File: config.mk
export PLATFORM = sky130hd
export DESIGN_NAME = muldiv_unit
export DESIGN_NICKNAME = d
export VERILOG_FILES = /design/src/rtl/muldiv_unit.sv
export SDC_FILE = /design/constraint.sdc
export NUM_CORES = 2
export LEC_CHECK = 0
export BUFFER_PORTS_ARGS = -buffer_cell sky130_fd_sc_hd__buf_2
export CAP_MARGIN = 0
export CORE_MARGIN = 2
export CORE_UTILIZATION = 40
export CTS_CLUSTER_DIAMETER = 40
export DETAILED_ROUTE_END_ITERATION = 7
export PLACE_DENSITY_LB_ADDON = 0.15
export SYNTH_ARGS = -nofsm -noshare
export SYNTH_HDL_FRONTEND = slang
export SYNTH_SLANG_ARGS = --single-unit
export TNS_END_PERCENT = 50
File: constraint.sdc
create_clock -name clk -period 17.68 [get_ports clk]
set_input_delay 1.768 -clock clk [delete_from_list [all_inputs] [get_ports clk]]
set_output_delay 1.768 -clock clk [all_outputs]
set_load 0.05 [all_outputs]
File: src/rtl/muldiv_unit.sv
// RV32M multiply/divide unit: one-cycle multiplies and divide special cases,
// radix-2 restoring divider for general divides, valid/ready on both sides.
module muldiv_unit #(
   parameter int DATA_WIDTH = 32
) (
   input  logic                  clk,
   input  logic                  rst,
   input  logic                  kill,
   input  logic                  in_valid,
   output logic                  in_ready,
   input  logic [2:0]            funct3,
   input  logic [DATA_WIDTH-1:0] opranda,
   input  logic [DATA_WIDTH-1:0] oprandb,
   output logic                  out_valid,
   input  logic                  out_ready,
   output logic [DATA_WIDTH-1:0] res
);

   localparam int W  = DATA_WIDTH;
   localparam int CW = $clog2(W) + 1;
   localparam logic [CW-1:0] LAST_ITER = CW'(W - 1);

   typedef enum logic [2:0] {S_IDLE, S_MUL, S_DIV, S_FIX, S_DONE} state_t;

   state_t          state, state_next;
   logic            accept;
   logic [2:0]      op;
   logic [W-1:0]    a_reg, b_reg, quo, rem, dvs;
   logic [CW-1:0]   cnt;

   // Request-side decode, evaluated on the unregistered inputs at accept
   logic            sgn_in, div_zero_in, ovf_in;
   logic [W-1:0]    mag_a_in, mag_b_in;

   assign accept      = in_valid && in_ready;
   assign sgn_in      = !funct3[0];
   assign div_zero_in = (oprandb == '0);
   assign ovf_in      = sgn_in && (opranda == {1'b1, {(W-1){1'b0}}}) && (&oprandb);
   assign mag_a_in    = (sgn_in && opranda[W-1]) ? -opranda : opranda;
   assign mag_b_in    = (sgn_in && oprandb[W-1]) ? -oprandb : oprandb;

   always_ff @(posedge clk) begin
      if (rst) state <= S_IDLE;
      else     state <= state_next;
   end

   always_comb begin
      // NOTE: every always_comb output gets a default first so no path can infer a latch.
      state_next = state;
      case (state)
         S_IDLE: if (accept) state_next = (!funct3[2] || div_zero_in || ovf_in) ? S_MUL : S_DIV;
         S_MUL:  state_next = S_DONE;
         S_DIV:  if (cnt == LAST_ITER) state_next = S_FIX;
         S_FIX:  state_next = S_DONE;
         S_DONE: if (out_ready) state_next = S_IDLE;
         default: state_next = S_IDLE;
      endcase
      if (kill) state_next = S_IDLE;
   end

   always_comb begin
      in_ready  = (state == S_IDLE) && !rst && !kill;
      out_valid = (state == S_DONE) && !rst && !kill;
   end

   // Multiply: sign-extend to 2W so one signed product covers all four variants
   logic          sa, sb;
   logic [2*W-1:0] ma, mb, prod;
   logic [W-1:0]  mul_res, sp_res, one_res, fix_res;
   logic [W:0]    sub;
   logic          ge;

   always_comb begin
      sa      = (op[1:0] != 2'b11);
      sb      = (op[1:0] == 2'b01);
      ma      = {{W{sa & a_reg[W-1]}}, a_reg};
      mb      = {{W{sb & b_reg[W-1]}}, b_reg};
      prod    = ma * mb;
      mul_res = (op[1:0] == 2'b00) ? prod[W-1:0] : prod[2*W-1:W];
      if (b_reg == '0) sp_res = op[1] ? a_reg : '1;
      else             sp_res = op[1] ? '0    : a_reg;
      one_res = op[2] ? sp_res : mul_res;
      sub     = {rem, quo[W-1]} - {1'b0, dvs};
      ge      = !sub[W];
      fix_res = op[1] ? ((!op[0] && a_reg[W-1]) ? -rem : rem)
                      : ((!op[0] && (a_reg[W-1] ^ b_reg[W-1])) ? -quo : quo);
   end

   // NOTE: operand and divider registers carry no reset; they are always loaded on accept before being read.
   always_ff @(posedge clk) begin
      if (accept) begin
         op    <= funct3;
         a_reg <= opranda;
         b_reg <= oprandb;
         quo   <= mag_a_in;
         dvs   <= mag_b_in;
         rem   <= '0;
      end else if (state == S_DIV) begin
         quo <= {quo[W-2:0], ge};
         rem <= ge ? sub[W-1:0] : {rem[W-2:0], quo[W-1]};
      end
   end

   always_ff @(posedge clk) begin
      if (rst) begin
         cnt <= '0;
         res <= '0;
      end else begin
         if (accept)              cnt <= '0;
         else if (state == S_DIV) cnt <= cnt + 1'b1;
         if (state == S_MUL)      res <= one_res;
         else if (state == S_FIX) res <= fix_res;
      end
   end

endmodule

==> results by group <==
Routing
  – Iteration-0 DRC Markers: about 2500
  – DR vias: about 39000
  – WL/cell: roughly 21 um
  – DRT Pass-1 Iters: 6
  – DR DRC count: 0
  – Vias per cell: around 5.3
  – Post-route ant nets: 0
  – Total Wirelength: approximately 160000 um

Timing
  – Actual slew at the worst max-slew pin: about 1300 ps
  – Final Setup Violations: 0
  – Max Clock Skew: approximately 41 ps
  – Fin. max-slew vios: 0
  – Fin. Hold Viols: 0
  – Setup TNS: 0 ps
  – Crit share post-route: a little over half
  – Highest clock rate: between 0.1 and 0.15 GHz
  – Max-slew headroom: 11.93%
  – Final worst path period need: between 9000 and 10000 ps
  – Unrepaired setup endpoints after global routing: false

GRT
  – GR Util All Layers: between 20% and 30%
  – Number of global-route vias before repair: about 41000
  – Largest net degree at the start of global routing: 70
  – Global-route wire length before repair: between 200000 and 250000 um
  – Initial antenna violation count: 9
  – Overflow after GRT: 0

Logic synthesis
  – Register area share after synthesis: a little over a tenth
  – Synth cell types: 95
  – Cells after Synth: 5726
  – Syn nets: ~7000
  – Avg Inst Size Synth: 8.923 um^2
  – Synth Register Bits: about 200
  – Async S/R FF share, synth: 0%
  – Post-Syn Area: 51090 um^2
  – Number of flops mapped to enable cells by yosys: 130
  – Most used flip-flop cell after synthesis: edfxtp_1
  – Yosys warns: 0

Hold path
  – Hold Path Cell Cnt: 1
  – Hold Path Class: flop to flop

Final layout
  – Register area: 5365 um^2
  – Most frequent cells in the layout: inv_1 (1267), fa_1 (1126), nand2_1 (937)
  – Finished Cell Area: 54480 um^2
  – FILL cells: approximately 13000
  – Multi-input gate area: 39740 um^2
  – Nets: about 7000
  – Area grow syn2layout: 6.634%
  – Layout cells sized above 1: between 5 and 6%
  – Commonest non-fill, non-tap cell in the layout: inv_1

Floorplan
  – Die ar.: 130600 um^2
  – # IOs: 106
  – Std cell rows: 131
  – Initial Util: 40.17%
  – Core ar.: around 130000 um^2
  – Die width: about 360 um
  – Die Ht: 361.4 um

Setup path
  – Worst setup SP type: flop
  – Max FO, Critical Path: 36
  – Worst reg-to-reg setup slack: about 8400 ps
  – Crit Path Class: flop to flop
  – Critical Path AT: 9770 ps
  – R2R cell count: 27
  – CP Capture Type: flop
  – Worst path required time: 18170 ps

Job
  – Max-cap violations: 0

Clocking
  – Clk pin slew, worst setup/hold paths: 50 ps
  – Max Root-Sink Buffers: 3
  – CTS tree: done
  – Post_cts resized: 0
  – Post-CTS Hold Buffers: 0
  – Clock sinks: between 200 and 250
  – Post-CTS Setup Inserts: 0
  – Worst skew pair latency: ~550 ps
  – Root Driver: clkbuf_16
  – Total CTS buffers: 40
  – Maximum level of the CTS H-tree: 2

Place
  – Placed inst area: about 53000 um^2
  – Final estimated routing congestion in global placement: about 0.91
  – Dpl hpwl: about 120000 um
  – IO Port Bufs: 105

Run status
  – Outcome: finished, final reports clean
synth_stat cells, types with 17 or more instances:
library cell	instances	area share [%]
nor2_1	161	1.2
o21a_1	22	0.32
and2_1	298	3.6
nand4_1	28	0.34
mux2i_1	25	0.49
clkbuf_1	299	2.2
maj3_1	19	0.37
nand2b_1	18	0.22
o211ai_1	19	0.28
inv_1	1268	9.3
a21oi_1	181	1.8
nor2b_1	21	0.26
xnor2_1	132	2.3
o21ai_0	164	1.6
nor4_1	29	0.36
nand2_1	937	6.9
a31oi_1	19	0.23
nor3_1	57	0.56
fa_1	1126	44
ha_1	251	6.1
xor2_1	81	1.4
edfxtp_1	130	7.6
nand3_1	32	0.31
dfxtp_1	73	2.9
a21o_1	53	0.78
a211oi_1	17	0.25
o31ai_1	23	0.34
cells by family after synthesis:
kind of cell,share of synthesized area (%)
AOI/OAI and AO/OA,7.972
xor gates and xnor gates,3.683
adders and majority gates,50.64
buffers and inverters,11.77
DFF,10.50
muxes,0.5339
and+or+nand+nor,14.90
metal layers:
layer | wire length [um] | global-route usage, % | vias to the layer above
met3 | 8290 | 2.598 | 232
li1 | - | - | 17146
met1 | 66220 | 32.95 | 20368
met5 | 40 | 0 | -
met4 | 4408 | 5.662 | 6
met2 | 76540 | 42.07 | 1043
critical path, cell delays in order (launching register included):
cell and delay, ps:
edfxtp_1 320, buf_4 420, a21boi_2 240, buf_4 360, nand2_1 160, inv_1 160
fa_1 490, fa_1 630, fa_1 540, inv_1 430, fa_1 510, inv_1 90
fa_1 440, fa_1 550, inv_1 50, fa_1 450, fa_1 490, inv_1 40
ha_1 440, nand3_1 230, nor3_1 330, nand3_1 140, o311ai_0 460, nor2_1 150
o21ai_0 350, mux2_2 380, o21ai_0 200, a22o_1 160
metrics by stage:
stage / util [%] / setup slack, ps / hold WS (ps) / std cells
2_1_floorplan: - / 9534 / 488.8 / 5726
3_3_place_gp: 41.76 / 8647 / 469.2 / 7255
3_5_place_dp: 41.76 / 8418 / 471.7 / 7255
4_1_cts: 42.83 / 8387 / 484.9 / 7328
5_1_grt: 42.83 / 7834 / 506.7 / 7328
6_report: 42.83 / 8407 / 482.8 / 7330
final cells by class:
cell class,count,share of cell area [%]
tap,1662,3.817
antenna,2,0.009187
timing repair buffer,190,2.136
clock buffer,53,2.136
multi-input combinational,3931,72.95
clock inverter,20,0.3606
inverter,1269,8.748
sequential,203,9.848
worst paths after layout:
kind,endpoint,from
worst max-delay path,res[24],a_reg[31]
worst min-delay path,res[24],res[24]
worst min register to register,res[24],res[24]
worst max register to register,res[24],a_reg[31]
Power is left out: the tool's default activity adds up to more than one toggle a clock period on the data nets, which glitch-free logic cannot reach.
